## src/rtl/p_mac_fmt.sv

```systemverilog
// p_mac_fmt: AEAD MAC-data formatter feeding a Poly1305 tag engine.
// Fetches AAD then ciphertext 128-bit words from the data buffer, zero-pads
// the last word of each stream to a 16-byte boundary, appends the lengths
// block {len_ct, len_aad} and hands every block to the engine through its
// start / request / enable handshake.
//
// Ports:
//   i_clk, i_rstn        clock (rising edge), asynchronous active-low reset
//   i_start              one-cycle pulse: begin a message, samples the lengths
//   i_len_aad, i_len_ct  AAD / ciphertext byte lengths (0..2^38)
//   o_rqst_data          one-cycle pulse: fetch the next source word
//   o_sel_ct             stream being fetched (0 = AAD, 1 = ciphertext)
//   i_data_valid, i_data source word strobe and little-endian payload
//   i_rqst_msg           engine asks for the next block
//   o_start, o_en_msg    first-block / subsequent-block strobes
//   o_msg                block payload
//   o_len_msg            total MAC length in bytes (multiple of 16)
//   o_busy, o_done       message in progress / one-cycle completion pulse
module p_mac_fmt #(
  parameter int LEN_W = 64
) (
  input  logic             i_clk,
  input  logic             i_rstn,
  input  logic             i_start,
  input  logic [LEN_W-1:0] i_len_aad,
  input  logic [LEN_W-1:0] i_len_ct,
  output logic             o_rqst_data,
  output logic             o_sel_ct,
  input  logic             i_data_valid,
  input  logic [127:0]     i_data,
  input  logic             i_rqst_msg,
  output logic             o_start,
  output logic             o_en_msg,
  output logic [127:0]     o_msg,
  output logic [64:0]      o_len_msg,
  output logic             o_busy,
  output logic             o_done
);

  localparam int CNT_W = 35;
  localparam logic [CNT_W-1:0] CNT_ONE = CNT_W'(1);

  typedef enum logic [2:0] {
    IDLE, FETCH, WAIT_SRC, EMIT, WAIT_RQST, LENBLK, DONE
  } state_t;

  state_t           state;
  logic [LEN_W-1:0] len_aad;
  logic [LEN_W-1:0] len_ct;
  logic [CNT_W-1:0] na_left;
  logic [CNT_W-1:0] nc_left;
  logic             first;
  logic             pend;

  // ceil(len/16) over the legal 0..2^38 range
  function automatic logic [CNT_W-1:0] blocks_of(input logic [LEN_W-1:0] len);
    return len[CNT_W+3:4] + {{(CNT_W-1){1'b0}}, |len[3:0]};
  endfunction

  // Zero bytes r..15 of the final word of a stream with a partial tail
  function automatic logic [127:0] pad_word(input logic [127:0] w,
                                            input logic [3:0]   r,
                                            input logic         last);
    logic [127:0] m;
    m = '1;
    if (last && (r != 4'd0)) begin
      for (int b = 0; b < 16; b++) begin
        if (4'(b) >= r) m[8*b +: 8] = 8'h00;
      end
    end
    return w & m;
  endfunction

  logic [CNT_W-1:0] na_new;
  logic [CNT_W-1:0] nc_new;
  logic [64:0]      len_new;
  logic             cur_last;
  logic [3:0]       cur_rem;

  assign na_new   = blocks_of(i_len_aad);
  assign nc_new   = blocks_of(i_len_ct);
  // 16 * (na + nc + 1), carried in 65 bits so it cannot wrap
  assign len_new  = {({26'd0, na_new} + {26'd0, nc_new} + 61'd1), 4'd0};
  assign cur_last = o_sel_ct ? (nc_left == CNT_ONE) : (na_left == CNT_ONE);
  assign cur_rem  = o_sel_ct ? len_ct[3:0] : len_aad[3:0];

  // Outputs are registered and set on the transition into the state in
  // which they are visible, so each strobe is high for exactly that state.
  always_ff @(posedge i_clk or negedge i_rstn) begin
    if (!i_rstn) begin
      state       <= IDLE;
      len_aad     <= '0;
      len_ct      <= '0;
      na_left     <= '0;
      nc_left     <= '0;
      first       <= 1'b0;
      pend        <= 1'b0;
      o_rqst_data <= 1'b0;
      o_sel_ct    <= 1'b0;
      o_start     <= 1'b0;
      o_en_msg    <= 1'b0;
      o_msg       <= '0;
      o_len_msg   <= '0;
      o_busy      <= 1'b0;
      o_done      <= 1'b0;
    end else begin
      o_rqst_data <= 1'b0;
      o_start     <= 1'b0;
      o_en_msg    <= 1'b0;
      o_done      <= 1'b0;

      // An early engine request is remembered; a second one is dropped.
      if (i_rqst_msg && (state != IDLE) && (state != WAIT_RQST)) pend <= 1'b1;

      case (state)
        IDLE: begin
          if (i_start) begin
            len_aad   <= i_len_aad;
            len_ct    <= i_len_ct;
            na_left   <= na_new;
            nc_left   <= nc_new;
            o_len_msg <= len_new;
            o_busy    <= 1'b1;
            pend      <= 1'b0;
            if ((na_new == '0) && (nc_new == '0)) begin
              o_msg   <= {i_len_ct, i_len_aad};
              o_start <= 1'b1;
              first   <= 1'b0;
              state   <= LENBLK;
            end else begin
              first       <= 1'b1;
              o_rqst_data <= 1'b1;
              o_sel_ct    <= (na_new == '0);
              state       <= FETCH;
            end
          end
        end
        FETCH: state <= WAIT_SRC;
        WAIT_SRC: begin
          if (i_data_valid) begin
            o_msg    <= pad_word(i_data, cur_rem, cur_last);
            o_start  <= first;
            o_en_msg <= !first;
            first    <= 1'b0;
            if (o_sel_ct) nc_left <= nc_left - CNT_ONE;
            else          na_left <= na_left - CNT_ONE;
            state    <= EMIT;
          end
        end
        EMIT: state <= WAIT_RQST;
        WAIT_RQST: begin
          if (i_rqst_msg || pend) begin
            pend <= 1'b0;
            if ((na_left != '0) || (nc_left != '0)) begin
              o_rqst_data <= 1'b1;
              o_sel_ct    <= (na_left == '0);
              state       <= FETCH;
            end else begin
              o_msg    <= {len_ct, len_aad};
              o_en_msg <= 1'b1;
              state    <= LENBLK;
            end
          end
        end
        LENBLK: begin
          o_done <= 1'b1;
          state  <= DONE;
        end
        DONE: begin
          o_busy <= 1'b0;
          pend   <= 1'b0;
          state  <= IDLE;
        end
        default: state <= IDLE;
      endcase
    end
  end

endmodule
```

## config.mk

```make
export PLATFORM = sky130hd
export DESIGN_NAME = p_mac_fmt
export DESIGN_NICKNAME = d
export VERILOG_FILES = /design/src/rtl/p_mac_fmt.sv
export SDC_FILE = /design/constraint.sdc
export NUM_CORES = 1
export LEC_CHECK = 0
export ABC_AREA = 1
export BUFFER_PORTS_ARGS = -buffer_cell sky130_fd_sc_hd__buf_2
export CORE_ASPECT_RATIO = 0.8
export CORE_MARGIN = 2
export CORE_UTILIZATION = 57
export CTS_CLUSTER_SIZE = 40
export DETAILED_ROUTE_END_ITERATION = 7
export PLACE_DENSITY = 0.82
export SYNTH_ARGS = -nofsm -noshare
export SYNTH_HDL_FRONTEND = slang
export SYNTH_SLANG_ARGS = --single-unit
```

## constraint.sdc

```tcl
create_clock -name i_clk -period 3.2 [get_ports i_clk]
set_clock_uncertainty 0.05 [all_clocks]
set_input_delay 0.96 -clock i_clk [delete_from_list [all_inputs] [get_ports i_clk]]
set_output_delay 0.96 -clock i_clk [all_outputs]
set_load 0.05 [all_outputs]
```

# [Yosys cells after proc, flatten, opt, wreduce, memory -nomap -nowiden]
# Cells that the tools add are included.
[word_totals] inputBits=261 word_cells=154 register_bits=398 out_inout_bits=199
[classes] eq_ne=18 muxes=69 n_reduce_logical=29 n_lt_le_gt_ge=16 addsub=6 bitwise_logic=1
[op_table] operator="128-bit 2-to-1 mux" n=8
[op_table] operator="128-bit one-hot mux with 3 select lines" n=1
[op_table] operator="35-bit 2-to-1 mux" n=6
[op_table] operator="35-bit one-hot mux with 2 select lines" n=2
[op_table] operator="128-bit bitwise AND" n=1
[op_table] operator="8-bit 2-to-1 mux" n=16
[op_table] operator="35-bit zero test" n=3
[op_table] operator="35-bit by 1-bit adder with 35-bit output" n=2
[op_table] operator="35-bit by 1-bit equality test with 1-bit output, second input constant" n=2
[op_table] operator="35-bit nonzero test" n=2
[op_table] operator="35-bit by 1-bit subtractor with 35-bit output, second input constant" n=2
[op_table] operator="36-bit by 1-bit adder with 37-bit output, second input constant" n=1
[op_table] operator="35-bit by 35-bit adder with 36-bit output" n=1
[op_table] operator="4-bit greater-or-equal comparator, first input constant" n=8
[op_table] operator="1-bit 2-to-1 mux" n=22
[op_table] operator="2-bit != test, second input constant" n=9
[op_table] operator="3-bit one-hot mux with 6 select lines" n=1
[op_table] operator="3-bit by 4-bit greater-or-equal comparator with 1-bit output, first input constant" n=4
[op_table] operator="3-bit 2-to-1 mux" n=5
[op_table] operator="1-bit one-hot mux with 2 select lines" n=6
[op_table] operator="3-bit equality test, second input constant" n=3
[op_table] operator="1-bit by 4-bit greater-or-equal comparator with 1-bit output, first input constant" n=2
[op_table] operator="2-bit by 4-bit greater-or-equal comparator with 1-bit output, first input constant" n=2
[op_table] operator="4-bit AND reduction" n=2
[op_table] operator="17 further kinds" n=28

# [Longest topological paths before layout]
# Gate-level depths: netlist (run 1).
[logic_depth] word_depth=9 depth_mapped=26 depth_no_buf=26

# [Worst setup path before layout (run 1)]
# Ideal clock, no wire load.
[synth_timing] path_kind="in2reg" from="in i_len_ct[3]" to="reg o_len_msg[35]" n_path_buf=1 setup_time_ps=118 arrival_ps=4056 t_required_ps=3032 path_stages=24 setup_slack_ps=-1024 path_cell_list="or4_1 -> ha_1 -> ha_1 -> clkbuf_1 -> nand2_1 -> nor2_1 -> nand2_1 -> xor2_1 -> inv_1 -> ha_1 -> a21oi_1 -> nor2_1 -> nor2_1 -> inv_1 -> a21oi_1 -> o21ai_0 -> nand2_1 -> nand2_1 -> nand2_1 -> nand2_1 -> nand2_1 -> nand3_1 -> nand3_1 -> nand2_1"
[synth_between] elab_chain_cells=4
[synth_rtl] element="start, declared" line_no="26" text="input logic [LEN_W-1:0] i_len_ct,"
[synth_rtl] element="4-bit OR reduction" line_no="57" text="return len[CNT_W+3:4] + {{(CNT_W-1){1'b0}}, |len[3:0]};"
[synth_rtl] element="35-bit by 1-bit adder with 35-bit output" line_no="57"
[synth_rtl] element="35-bit by 35-bit adder with 36-bit output" line_no="83" text="assign len_new = {({26'd0, na_new} + {26'd0, nc_new} + 61'd1), 4'd0};"
[synth_rtl] element="36-bit by 1-bit adder with 37-bit output" line_no="83"
[synth_rtl] element="end signal, assigned" line_no="122" text="o_len_msg <= len_new;"
[synth_rtl] element="end, declared" line_no="35" text="output logic [64:0] o_len_msg,"
# Every way passes these cells.
# A chain may end at the register's enable or synchronous reset.

# [Final worst setup path (run 1)]
[layout_timing] from="in i_len_aad[3]" to="reg o_len_msg[37]"
[layout_between] elab_chain_cells=4
[layout_rtl] element="start, declared" line_no="25" text="input logic [LEN_W-1:0] i_len_aad,"
[layout_rtl] element="4-bit OR reduction" line_no="57"
[layout_rtl] element="35-bit by 1-bit adder with 35-bit output" line_no="57"
[layout_rtl] element="35-bit by 35-bit adder with 36-bit output" line_no="83"
[layout_rtl] element="36-bit by 1-bit adder with 37-bit output" line_no="83"
# Every way passes these cells.

==> results.py, run 1 <==
metrics = {
    "run_status": {
        "status": "finished, violations left",
        "violations": "design-rule violations, negative setup slack",
    },
    "setup_path": {
        "r2r_cells": 14,
        "crit_required_ps": 3610,
        "critPathLaunch": "i_len_aad[3]",
        "crit_end": "o_len_msg[37]",
        "worst-setup-path-type": "input port to flip-flop",
        "timing.rr.start": "na_left[18]",
        "startpoint_type": "input port",
        "r2r_slack_ps": -80,
        "r2r_end": "o_msg[38]",
        "end_kind": "flip-flop",
        "path_max_fanout": 6,
        "crit_arrival_ps": 4200,
    },
    "yosys": {
        "synth.avg_cell_area_sq_um": 6.84,
        "synth-edff-count": 0,
        "synthArstFlopShare_pct": 100,
        "yosysTopAreaCell": "dfrtp_1",
        "ys_types": 49,
        "synth.area.top_cells": "dfrtp_1 39%, nand2_1 19%, nand3_1 8.7%",
        "seq_area_frac_synth_pct": 39.3,
        "ys_warn_count": 0,
        "syn_area_sq_um": 23800,
        "synth_cells": 3475,
        "synth_top_cell_area_share_pct": 39.3,
        "ys.flop_type": "dfrtp_1",
        "ys_ff_latch": 373,
    },
    "timing": {
        "relSlewSlack_pct": 37.9,
        "hold_violations": 0,
        "max_slew.worst_pin.slew_ps": 925,
        "rsz0062_at_grt": "yes",
        "setup_slack_ps": -592,
        "slew_violations": 0,
        "setup_violations": 165,
        "period_minus_slack_ps": 3790,
        "max_freq_ghz": 0.264,
        "period_share_pct": 118,
    },
    "placement": {
        "port_buffers": 430,
        "dp_hpwl_microns": 71300,
        "preCtsSetupSlack_ps": -1340,
        "dp.cells": 4734,
        "place_congestion": 1.05,
    },
    "global_routing": {
        "grt_pass1_wl_microns": 149000,
        "grt_overflow_total": 0,
        "gr-usage-met1_pct": 59.7,
        "top_usage_layer": "met2",
        "use_met3_pct": 12.9,
        "antenna_found_initial": 12,
        "grt_use_met2_pct": 65.4,
        "track_usage_pct": 44.1,
        "grt_pass1_vias": 26100,
        "grt_max_degree": 187,
    },
    "floorplan": {
        "dieArea_sq_um": 43400,
        "coreArea_sq_um": 40900,
        "floorplan.rows": 66,
        "start_util_pct": 58.2,
        "die_w_microns": 232,
        "boundaryPins": 460,
        "die_h_microns": 187,
    },
    "cells_and_area": {
        "instances_no_fill": 4866,
        "area.sequential_sq_um": 9330,
        "n_fill_cell": 2917,
        "syn_to_final_growth_pct": 37.2,
        "nets": 4588,
        "drive_gt1_share_pct": 28.5,
        "multiInputGateArea_sq_um": 13400,
    },
    "clocking": {
        "cts_made_buffers": 40,
        "cts.clk_slew.worst_paths_ps": 60,
        "cts_hold_buf": 0,
        "cts-root-buf": "clkbuf_16",
        "clock_sinks": 373,
        "h-tree-depth": 2,
        "cts_tree": "built",
        "insertion_delay_ps": 580,
        "clk_path_buf_depth": 3,
    },
    "power": {
        "vdd.ir_drop.worst_uv": 1070,
        "p_leak_nw": 16.9,
        "p_per_area_nw_per_um2": 1020,
    },
    "flow_run": {
        "cap_violations": 0,
    },
    "routing": {
        "wire_per_inst_microns": 20.6,
        "drc_errors": 1,
        "drt-pass1-iter-count": 8,
        "wirelength_microns": 100000,
        "ant_nets": 0,
        "vias_per_cell": 5.85,
        "num_vias": 28500,
        "drt_iter0_drc": 3975,
    },
    "min_path": {
        "hold_path_class": "input port to asynchronous set/reset pin",
    },
}
state kept, by name (all words and copies together) (netlist names), 3 cells and up:
name and cells:
len_aad 64, o_msg 128, len_ct 64, nc_left 35, o_len_msg 36, na_left 35
state 3
where the power goes:
group / internal [mW] / switching [mW]
Combinational: 6.19 / 13.6
Clock: 2.75 / 2.11
Sequential: 7.10 / 1.38
worst max-delay path: stages:
cell and delay, ps:
buf_6 100, or4_4 590, ha_4 220, ha_4 180, nand2_4 70, nor2_4 60, nand4_1 130, nand2_2 80
o21ai_4 80, inv_2 60, ha_4 250, buf_6 130, nand2_2 60, nand2_2 70, nand2_2 70, nand2_2 70
a21oi_4 170, a21oi_2 80, nand3_1 100, nand3_2 130, nand2_2 130, nand3_4 90, nand2_2 80, nand3_1 70
nand3_1 90, nand2_1 60
metal layers:
metal	vias up	wire (microns)	share of wire, %
met5	-	36	0.036
met4	6	5470	5.5
met3	415	13500	13
met2	1972	42900	43
met1	13200	38300	38
li1	12900	-	-
cell usage after synthesis, types with 2 or more instances:
master	n
a21o_1	2
a21oi_1	68
a31oi_1	6
buf_1	6
buf_2	3
buf_4	44
buf_6	13
clkbuf_1	115
clkinv_1	4
dfrtp_1	373
ha_1	40
inv_1	326
inv_2	16
nand2_1	1175
nand2_2	4
nand3_1	413
nand3_2	2
nand3b_1	6
nand4_1	38
nor2_1	281
nor2_2	6
nor3_1	33
nor3_4	2
nor4_1	5
o211ai_1	94
o21ai_0	256
o21ai_1	12
o221ai_1	28
o22ai_1	8
o311ai_0	3
or2_2	3
or4_1	2
xnor2_1	22
xor2_1	51
worst min-delay path by stage:
stage	cells after the start	startpoint	endpoint	slack, ps
floorplan	2	len_aad[18]	len_aad[18]	390
global placement	2	o_msg[117]	o_msg[117]	400
detailed placement	2	o_msg[52]	o_msg[52]	400
CTS	1	i_rstn	o_msg[58]	290
global route	1	i_rstn	o_msg[57]	300
finish	1	i_rstn	o_msg[103]	270
per-stage QoR:
step | power, mW | util [%] | area [sq um] | hold WS (ps) | setup TNS (ps)
6_report | 33.2 | 79.8 | 32600 | 271 | -74980
3_3_place_gp | 25.4 | 72.3 | 29500 | 399 | -197580
3_5_place_dp | 25.9 | 72.3 | 29500 | 404 | -211070
2_1_floorplan | 20.7 | - | 24000 | 392 | -74060
5_1_grt | 34.9 | 79.8 | 32600 | 303 | -93830
4_1_cts | 31.7 | 78.3 | 32000 | 289 | -53830
kinds of logic (layout without fill, tap and decap cells):
kind of cell,Yosys count,after routing,synth area share (%)
AO/OA/AOI/OAI,485,485,11.9
flip-flops,373,373,39.3
adder cells (fa/ha/maj),41,41,2.19
AND/OR/NAND/NOR,1975,1976,34.5
buffers and inverters,527,1336,9.44
XOR/XNOR,73,73,2.69
other,1,38,0.0158
cell usage in the layout (no fill, tap or decap), drive strengths merged:
cell,instances
a211oi,1
a21o,2
a21oi,68
a22oi,1
a2bb2oi,1
a31oi,6
a32o,1
and2,1
and3,1
buf,917
bufinv,2
clkbuf,62
clkinv,11
conb,29
dfrtp,373
diode,9
fa,1
ha,40
inv,344
nand2,1180
nand3,415
nand3b,6
nand4,38
nor2,288
nor3,36
nor3b,1
nor4,5
o211ai,94
o21a,1
o21ai,268
o21bai,1
o221ai,28
o22a,1
o22ai,8
o311ai,3
o31ai,1
or2,3
or4,2
xnor2,22
xor2,51
area by class of cell:
cell class                      count  area share (%)
Clock inverter                     11           0.461
Tap cell                          544            2.09
Clock buffer                       58            3.62
Multi-Input combinational cell   2604            41.2
Inverter                          346            4.02
Timing Repair Buffer              921            19.9
Sequential cell                   373            28.6
Antenna cell                        9          0.0691
what timing repair did:
action | CTS | global route
pin swaps | 84 | 70
gates cloned | 6 | 5
buffers inserted | 31 | 17
gates resized for setup | 163 | 106
setup endpoints to repair | 166 | 166
Note: power is estimated with default switching activity, not from simulation.
==> inputs of run 2 (changes only) <==
- BUFFER_PORTS_ARGS: -buffer_cell sky130_fd_sc_hd__buf_2 -> not set
- CORE_UTILIZATION: 57 -> 58
- CTS_BUF_LIST: not set -> sky130_fd_sc_hd__clkbuf_8 sky130_fd_sc_hd__clkbuf_16
- DONT_BUFFER_PORTS: not set -> 1
- PLACE_DENSITY: 0.82 -> 0.74
==> results.py, run 2 (synthesis gave the netlist of run 1 again) <==
metrics = {
    "cells_and_area": {
        "final_cell_mix": "1109 x nand2_1, 386 x nand3_1, 373 x dfrtp_1",
        "nets": 4065,
        "area.sequential_sq_um": 9330,
        "fin_area_sq_um": 29900,
        "reg_top3": "o_msg (128), len_aad (64), len_ct (64)",
        "syn_to_final_growth_pct": 25.7,
        "drive_gt1_share_pct": 19.0,
        "n_fill_cell": 3161,
        "largest_register": "o_msg",
        "multiInputGateArea_sq_um": 13600,
        "post-route-util_pct": 73.7,
        "final_common_cell": "nand2_1",
        "largest_reg_flops": 128,
    },
    "power": {
        "seq_power_share_pct": 38.0,
        "p_int_mw": 15.4,
        "swShare_pct": 52.5,
        "p_per_area_nw_per_um2": 1080,
        "p_clk_share_pct": 15.8,
        "p_sw_mw": 17.0,
        "vdd.ir_drop.worst_uv": 1080,
        "pwr-share-comb_pct": 46.2,
        "p_leak_nw": 14.7,
    },
    "routing": {
        "drt-pass1-iter-count": 8,
        "ant_nets": 0,
        "drc_errors": 0,
        "drt_iter0_drc": 3646,
        "num_vias": 26600,
        "wirelength_microns": 99000,
        "vias_per_cell": 6.14,
        "wire_per_inst_microns": 22.8,
    },
    "clocking": {
        "cts_made_buffers": 40,
        "cts_tree": "built",
        "clock_sinks": 373,
        "h-tree-depth": 2,
        "cts.clk_slew.worst_paths_ps": 60,
        "cts-root-buf": "clkbuf_16",
        "clk_path_buf_depth": 3,
        "insertion_delay_ps": 600,
        "cts_hold_buf": 0,
    },
    "global_routing": {
        "grt_pass1_wl_microns": 142000,
        "grt_overflow_total": 0,
        "antenna_found_initial": 1,
        "track_usage_pct": 43.1,
        "grt_max_degree": 374,
        "grt_pass1_vias": 24400,
    },
    "setup_path": {
        "worst-setup-path-type": "input port to flip-flop",
        "path_buf_inv": 2,
        "path_delay_family": "simple AND/OR/NAND/NOR gates",
        "r2r_end": "o_msg[44]",
        "crit_arrival_ps": 4070,
        "startpoint_type": "input port",
        "end_kind": "flip-flop",
        "r2r_cells": 14,
        "path_max_fanout": 7,
        "timing.rr.start": "na_left[32]",
        "r2r_slack_ps": 0,
        "cp_slowest_cell": "or4_4",
        "crit_required_ps": 3600,
        "critPathMaxStageDelay_ps": 570,
        "path_cells": "or4_4 -> ha_4 -> ha_4 -> nand2_4 -> nor2_4 -> nand4_1 -> nand2_2 -> o21ai_4 -> buf_6 -> nand2_1 -> nor2_1 -> nand3_1 -> nor2_2 -> nand3_2 -> nor2_4 -> nand2_4 -> nand2_8 -> nand2_8 -> clkbuf_16 -> nand2_1 -> nand2_1",
        "crit_top_cell": "nand2_1",
    },
    "floorplan": {
        "boundaryPins": 460,
        "dieArea_sq_um": 42600,
        "floorplan.rows": 66,
        "die_w_microns": 230,
        "coreArea_sq_um": 40500,
        "start_util_pct": 58.6,
        "die_h_microns": 185,
    },
    "placement": {
        "dp_hpwl_microns": 69000,
        "port_buffers": 0,
        "dpl-instance-area_sq_um": 26600,
        "preCtsSetupSlack_ps": -1580,
        "place_congestion": 1.03,
    },
    "timing": {
        "setup_slack_ps": -462,
        "rsz0062_at_grt": "yes",
        "max_freq_ghz": 0.273,
        "whs_ps": 22.3,
        "hold_violations": 0,
        "period_share_pct": 114,
        "period_minus_slack_ps": 3660,
        "setup_violations": 159,
        "max_slew.worst_pin.slew_ps": 984,
        "relSlewSlack_pct": 34.4,
        "slew_violations": 0,
    },
    "min_path": {
        "hold_path_class": "input port to asynchronous set/reset pin",
    },
    "flow_run": {
        "cap_violations": 0,
    },
    "run_status": {
        "violations": "negative setup slack",
        "status": "finished, violations left",
    },
}
## run 2: cell count changes in the layout (fill, tap and decap cells not counted), moves of 9 or more
cell,change
buf_2,-425
buf_4,-81
buf_12,-16
buf_6,-13
clkbuf_16,+9
ha_1,-9
xnor2_2,-9
## run 2: worst register-to-register path, delay by kind of cell (launching register included)
family | cells | cell delay (ps)
buf+inv | 2 | 420
flops | 1 | 410
simple gates | 9 | 1490
compound gates | 3 | 730
## run 2: routing by layer
layer	vias to the layer above	track usage [%]	share of wire [%]
met4	2	16.3	4.9
met5	-	0	0.012
met1	12500	58.7	39
li1	11800	-	-
met2	1896	62.9	42
met3	346	15.3	14
## run 2: worst max path at each step
stage / start / endpoint / slack [ps] / cells after the start
finish: i_len_aad[3] / o_msg[95] / -460 / 21
global route: i_len_aad[3] / o_len_msg[33] / -550 / 27
CTS: i_len_aad[0] / o_msg[105] / -290 / 21
detailed placement: i_len_aad[3] / o_len_msg[28] / -1580 / 21
global placement: i_len_aad[3] / o_len_msg[28] / -1380 / 20
floorplan: i_len_ct[3] / o_len_msg[26] / -740 / 21
## run 2: cell type report
type                    count  share of cell area [%]
repair buffers            397                    11.9
clock buffers              48                    3.76
multi-input cells        2605                    45.5
inverters                 346                    4.37
diodes                      1                 0.00837
flip-flops and latches    373                    31.2
well taps                 544                    2.28
clock inverters            22                   0.988
## run 2: what timing repair did
action	CTS	global route
gates cloned	4	16
setup buffers	24	7
setup endpoints to repair	165	163
gates resized for setup	198	68
pin swaps	65	26
## run 2: per-stage QoR
stage,power (mW),TNS [ps],cells
2_1_floorplan,20.7,-74060,3503
5_1_grt,33.9,-69870,4335
4_1_cts,30.2,-37630,4312
6_report,32.3,-59160,4336
3_5_place_dp,24.4,-196960,4217
3_3_place_gp,23.8,-184800,4217
## run 2: power groups by stage
stage / sequential [mW] / clock, mW / combinational, mW
final: 12.3 / 5.12 / 14.9
after global placement: 12.2 / 0 / 11.6
after global routing: 12.5 / 5.27 / 16.2
after CTS: 12.2 / 5.10 / 13.0
after detailed placement: 12.2 / 0 / 12.2
after floorplan: 11.6 / 0 / 9.08
